$ cat src/rtl/fetch.sv
// RV32I instruction fetch stage: PC generation, request/grant/response
// memory interface, in-flight PC tracking, instruction buffer, and a
// registered {pc, instr, valid} output that holds while decode stalls.
module fetch #(
    parameter int unsigned           ADDR_WIDTH = 32,
    parameter int unsigned           ILEN       = 32,
    parameter logic [ADDR_WIDTH-1:0] RESET_PC   = '0,
    parameter int unsigned           FIFO_DEPTH = 4
) (
    input  logic                  clk_i,
    input  logic                  rst_i,
    output logic                  imem_req_o,
    output logic [ADDR_WIDTH-1:0] imem_addr_o,
    input  logic                  imem_gnt_i,
    input  logic                  imem_rvalid_i,
    input  logic [ILEN-1:0]       imem_rdata_i,
    input  logic                  redirect_i,
    input  logic [ADDR_WIDTH-1:0] redirect_pc_i,
    input  logic                  stall_i,
    output logic [ADDR_WIDTH-1:0] pc_o,
    output logic [ILEN-1:0]       instr_o,
    output logic                  instr_valid_o
);

    localparam int unsigned PW = $clog2(FIFO_DEPTH);
    localparam int unsigned CW = $clog2(FIFO_DEPTH + 1);
    localparam logic [CW:0] DEPTH_C = (CW + 1)'(FIFO_DEPTH);

    logic [ADDR_WIDTH-1:0] fetch_pc_q, fetch_pc_d;
    logic [CW-1:0]         inflight_q, inflight_d;
    logic [CW-1:0]         discard_q, discard_d;

    // PCs of requests granted but not yet answered, oldest at pcq_rd_q
    logic [ADDR_WIDTH-1:0] pcq_mem_q [FIFO_DEPTH];
    logic [PW-1:0]         pcq_wr_q, pcq_rd_q;

    // Returned instructions waiting for decode
    logic [ADDR_WIDTH-1:0] ibuf_pc_q    [FIFO_DEPTH];
    logic [ILEN-1:0]       ibuf_instr_q [FIFO_DEPTH];
    logic [PW-1:0]         ibuf_wr_q, ibuf_rd_q;
    logic [CW-1:0]         ibuf_cnt_q, ibuf_cnt_d;

    logic [ADDR_WIDTH-1:0] pc_q;
    logic [ILEN-1:0]       instr_q;
    logic                  valid_q;

    logic [CW:0] credit_sum;
    logic        req;
    logic        gnt_fire;
    logic        rsp_fire;
    logic        rsp_keep;
    logic        ibuf_pop;
    logic        unused_redirect_lsb;

    // The target's low bits are forced to zero, so they are never read.
    assign unused_redirect_lsb = ^redirect_pc_i[1:0];

    // Credit counts both outstanding requests and buffered instructions,
    // which guarantees every response has a free buffer slot.
    assign credit_sum = {1'b0, inflight_q} + {1'b0, ibuf_cnt_q};
    assign req        = !rst_i && !redirect_i && (credit_sum < DEPTH_C);
    assign gnt_fire   = req && imem_gnt_i;
    assign rsp_fire   = imem_rvalid_i && (inflight_q != '0);
    assign rsp_keep   = rsp_fire && !redirect_i && (discard_q == '0);
    assign ibuf_pop   = !redirect_i && !stall_i && (ibuf_cnt_q != '0);

    assign imem_req_o    = req;
    assign imem_addr_o   = fetch_pc_q;
    assign pc_o          = pc_q;
    assign instr_o       = instr_q;
    assign instr_valid_o = valid_q;

    // Next-state for the fetch PC, credit counters and discard count.
    always_comb begin
        fetch_pc_d = fetch_pc_q;
        if (redirect_i) begin
            fetch_pc_d = {redirect_pc_i[ADDR_WIDTH-1:2], 2'b00};
        end else if (gnt_fire) begin
            fetch_pc_d = fetch_pc_q + ADDR_WIDTH'(4);
        end

        inflight_d = inflight_q + CW'(gnt_fire) - CW'(rsp_fire);

        discard_d = discard_q;
        if (redirect_i) begin
            // A response arriving with the redirect is dropped directly.
            discard_d = inflight_q - CW'(rsp_fire);
        end else if (rsp_fire && (discard_q != '0)) begin
            discard_d = discard_q - CW'(1);
        end

        ibuf_cnt_d = ibuf_cnt_q + CW'(rsp_keep) - CW'(ibuf_pop);
        if (redirect_i) begin
            ibuf_cnt_d = '0;
        end
    end

    // Control registers: PC, counters and queue pointers.
    always_ff @(posedge clk_i or posedge rst_i) begin
        if (rst_i) begin
            fetch_pc_q <= RESET_PC;
            inflight_q <= '0;
            discard_q  <= '0;
            pcq_wr_q   <= '0;
            pcq_rd_q   <= '0;
            ibuf_wr_q  <= '0;
            ibuf_rd_q  <= '0;
            ibuf_cnt_q <= '0;
        end else begin
            fetch_pc_q <= fetch_pc_d;
            inflight_q <= inflight_d;
            discard_q  <= discard_d;
            ibuf_cnt_q <= ibuf_cnt_d;
            if (gnt_fire) begin
                pcq_wr_q <= pcq_wr_q + PW'(1);
            end
            if (rsp_fire) begin
                pcq_rd_q <= pcq_rd_q + PW'(1);
            end
            if (redirect_i) begin
                ibuf_wr_q <= '0;
                ibuf_rd_q <= '0;
            end else begin
                if (rsp_keep) begin
                    ibuf_wr_q <= ibuf_wr_q + PW'(1);
                end
                if (ibuf_pop) begin
                    ibuf_rd_q <= ibuf_rd_q + PW'(1);
                end
            end
        end
    end

    // Storage arrays; contents are only meaningful behind valid pointers.
    always_ff @(posedge clk_i) begin
        if (gnt_fire) begin
            pcq_mem_q[pcq_wr_q] <= fetch_pc_q;
        end
        if (rsp_keep) begin
            ibuf_pc_q[ibuf_wr_q]    <= pcq_mem_q[pcq_rd_q];
            ibuf_instr_q[ibuf_wr_q] <= imem_rdata_i;
        end
    end

    // Decode-facing output register; redirect beats stall, stall holds all.
    always_ff @(posedge clk_i or posedge rst_i) begin
        if (rst_i) begin
            pc_q    <= '0;
            instr_q <= '0;
            valid_q <= 1'b0;
        end else if (redirect_i) begin
            valid_q <= 1'b0;
        end else if (!stall_i) begin
            if (ibuf_cnt_q != '0) begin
                pc_q    <= ibuf_pc_q[ibuf_rd_q];
                instr_q <= ibuf_instr_q[ibuf_rd_q];
                valid_q <= 1'b1;
            end else begin
                valid_q <= 1'b0;
            end
        end
    end

    // A response with nothing outstanding is ignored but flagged.
    always_ff @(posedge clk_i) begin
        if (!rst_i) begin
            assert (!(imem_rvalid_i && (inflight_q == '0)));
        end
    end

endmodule

$ cat config.mk
export PLATFORM = sky130hd
export DESIGN_NAME = fetch
export DESIGN_NICKNAME = d
export VERILOG_FILES = /design/src/rtl/fetch.sv
export SDC_FILE = /design/constraint.sdc
export NUM_CORES = 1
export LEC_CHECK = 0
export BUFFER_PORTS_ARGS = -buffer_cell sky130_fd_sc_hd__buf_2
export CAP_MARGIN = 5
export CORE_MARGIN = 4
export CORE_UTILIZATION = 35
export CTS_CLUSTER_DIAMETER = 150
export DETAILED_ROUTE_END_ITERATION = 10
export GPL_ROUTABILITY_DRIVEN = 0
export MAX_ROUTING_LAYER = met4
export PLACE_DENSITY = 0.64
export REMOVE_ABC_BUFFERS = 1
export SLEW_MARGIN = 20
export SYNTH_ARGS = -nofsm -noshare
export SYNTH_HDL_FRONTEND = slang
export SYNTH_SLANG_ARGS = --single-unit
export TNS_END_PERCENT = 20
$ cat constraint.sdc
create_clock -name clk_i -period 4.06 [get_ports clk_i]
set_clock_uncertainty 0.05 [all_clocks]
set_input_delay 0.609 -clock clk_i [delete_from_list [all_inputs] [get_ports clk_i]]
set_output_delay 0.609 -clock clk_i [all_outputs]
set_load 0.02 [all_outputs]
==> impl_metrics.ini <==
[floorplan]
start_util_pct = 35.7
die_x_um = 238
die_h_um = 238
core-area_mm2 = 0.0517
rows = 83
ios = 168
die-area_mm2 = 0.0564

[run]
drv_cap = 0

[power_and_ir_drop]
power.total_w = 0.0141
power_density_mw_per_mm2 = 646
ir_drop_v = 0.000350
p_leak_nw = 7.74

[worst_setup_path]
cpMostUsedCell = inv_1
end_kind = flip-flop
path_class = flip-flop to flip-flop
crit_fanout = 7
cp_top_family = adder cells
arrival_ns = 3.25
cp-start-kind = flip-flop
cp_num_cells = 12
cp_data_required_time_ns = 4.46
crit_chain = o31ai_1, inv_1, and3_1, nor2b_1, inv_1, ha_1, inv_1, ha_1, inv_1, fa_1, xnor2_1, nor2_1
cp_num_buf_inv = 4
crit_path_top_delay_cell = o31ai_1
max_stage_delay_ns = 0.47
worstRegToRegCells = 12

[global_route]
track_usage_pct = 14.5
gr-total-overflow = 0
antenna_found_initial = 1
grt_pass1_vias = 9918
grt_pass1_wl_um = 60800
grt_max_degree = 64

[clock_network]
clk-insertion-delay-late_ns = 0.57
cts_hold_buf = 0
ctsHtreeMaxLevel = 2
ctsRootBufferMaster = clkbuf_16
cts_tree = yes
post_cts_resized = 0
clkTransAtPathRegs_ns = 0.06
cts_sinks = 478
postCtsSetupBuffers = 0
clk_path_buf_depth = 3
cts_buffers = 50

[drt]
wl_um = 39600
avgViaCountPerCell = 4.99
num_vias = 9213
dr.pass1.iters = 5
drt_iter0_markers = 669
routedWlPerCell_um = 21.5
ant_nets = 0
drc_errors = 0

[logic_synthesis]
synthesis.area_mm2 = 0.0184
synth_warnings = 0
ys_ff_latch = 478
synthCells = 932
synth_area_per_cell_um2 = 19.8
synth_ff_type = edfxtp_1
ys_types = 46
synth_edf_count = 368
yosysSeqAreaShare_pct = 74.9
synth_top_cells_by_area = edfxtp_1 60%, dfrtp_1 15%, mux4_2 11%
synth_top_area_share_pct = 59.9
synth_top_area_cell = edfxtp_1
async_flop_share_pct = 23.0

[sta]
slew_headroom_pct = 30.4
setup_tns_ns = 0
min_period_over_period_pct = 70.1
tightest_slew_ns = 1.04
layout_min_cycle_time_ns = 2.84
hold_violations = 0
drv_slew = 0
rsz0062_at_grt = no
max_freq_mhz = 352
setup_violations = 0

[cells_and_area]
nets = 1216
syn2layout_area_growth_pct = 18.7
fillers = 4568
drive_gt1_share_pct = 36.5
fin_area_mm2 = 0.0219

[placed_design]
dp.final_hpwl_um = 24300
place_area_mm2 = 0.0202
io_buffers = 161

[run_status]
outcome = finished clean

[worst_hold_path]
hold_class = primary input to asynchronous set/reset pin
-- logic make-up (layout without fill, tap and decap cells) --
logic type,Yosys count,in the layout,synth area share (%)
flops,478,478,74.9
mux,159,159,15.3
simple gates,128,128,3.75
compound gates,67,67,2.45
buf+inv,65,296,1.50
fa+ha+maj,21,21,1.51
xor+xnor,13,13,0.618
other cells,1,5,0.0203
-- layout by cell type, fill, tap and decap left out, types with 12 or more instances in the layout --
| cell | count |
|---|---|
| edfxtp_1 | 368 |
| buf_2 | 161 |
| dfrtp_1 | 107 |
| mux4_2 | 92 |
| mux2_2 | 62 |
| clkbuf_16 | 53 |
| nand2_1 | 41 |
| o21ai_0 | 21 |
| ha_1 | 19 |
| clkbuf_1 | 19 |
| nor2_1 | 18 |
| inv_1 | 18 |
| nand4_1 | 13 |
| buf_4 | 13 |
| nand3_1 | 12 |
-- path summary, 6_finish.rpt --
check	to	from	slack, ns
setup / recovery	ibuf_cnt_q[2]	inflight_q[2]	1.22
hold / removal	imem_addr_o[19]	rst_i	0.15
setup reg to reg	ibuf_cnt_q[2]	inflight_q[2]	1.22
hold reg to reg	pc_o[14]	pc_o[14]	0.45
max in group asynchronous	pcq_rd_q[0]	rst_i	2.85
min in group clk_i	imem_addr_o[19]	redirect_pc_i[19]	0.19
-- per-layer routing --
layer | track usage (%) | share of wire (%) | vias to the layer above
li1 | - | - | 4116
met1 | 18.6 | 43 | 4808
met2 | 23.7 | 50 | 227
met3 | 2.97 | 4.7 | 62
met4 | 4.00 | 2.4 | 0
met5 | - | 0 | -
-- sequential cells by signal, indices dropped and copies added (netlist names) --
| name | flops |
|---|---|
| inflight_q | 3 |
| ibuf_wr_q | 2 |
| pc_o | 30 |
| ibuf_cnt_q | 3 |
| ibuf_pc_q | 120 |
| pcq_rd_q | 2 |
| instr_valid_o | 1 |
| ibuf_rd_q | 2 |
| discard_q | 3 |
| instr_o | 32 |
| pcq_mem_q | 120 |
| imem_addr_o | 30 |
| ibuf_instr_q | 128 |
| pcq_wr_q | 2 |
-- cell usage after synthesis, drive strengths merged, types with 6 or more instances --
| master | instances |
|---|---|
| and2 | 9 |
| nand2 | 41 |
| o311ai | 7 |
| o21ai | 21 |
| inv | 20 |
| and3 | 6 |
| nand4 | 14 |
| ha | 19 |
| nor2b | 7 |
| nor2 | 19 |
| xnor2 | 9 |
| edfxtp | 368 |
| a21oi | 9 |
| dfrtp | 110 |
| o211ai | 9 |
| buf | 20 |
| mux2 | 62 |
| clkbuf | 25 |
| mux4 | 92 |
| nand3 | 12 |
| nor3 | 7 |
-- through the flow --
stage          utilization (%)  std cells  hold WS (ns)  worst slack [ns]
2_1_floorplan                -        890         0.471            -0.465
6_report                  42.3       1847         0.146              1.22
5_1_grt                   42.3       1847         0.163             0.941
3_5_place_dp              39.1       1753         0.441              1.07
4_1_cts                   42.3       1846         0.150              1.17
3_3_place_gp              39.1       1753         0.435              1.07
-- power by group --
part           switching [W]  leakage [nW]  internal [W]
clock network        0.00182         0.819       0.00279
registers           0.000523          4.65       0.00605
logic                0.00156          2.27       0.00139
total                0.00391          7.74        0.0102
-- layout make-up --
cell class	count	area, um2	share of cell area (%)
antenna	1	2.50	0.0114
clock buffer	80	1510	6.89
clock inverter	13	166	0.760
inverter	20	77.6	0.354
multi-input combinational	392	4390	20.0
sequential	478	13800	63.1
tap	680	851	3.89
timing repair buffer	183	1080	4.95
(Power assumes the default switching activity.)
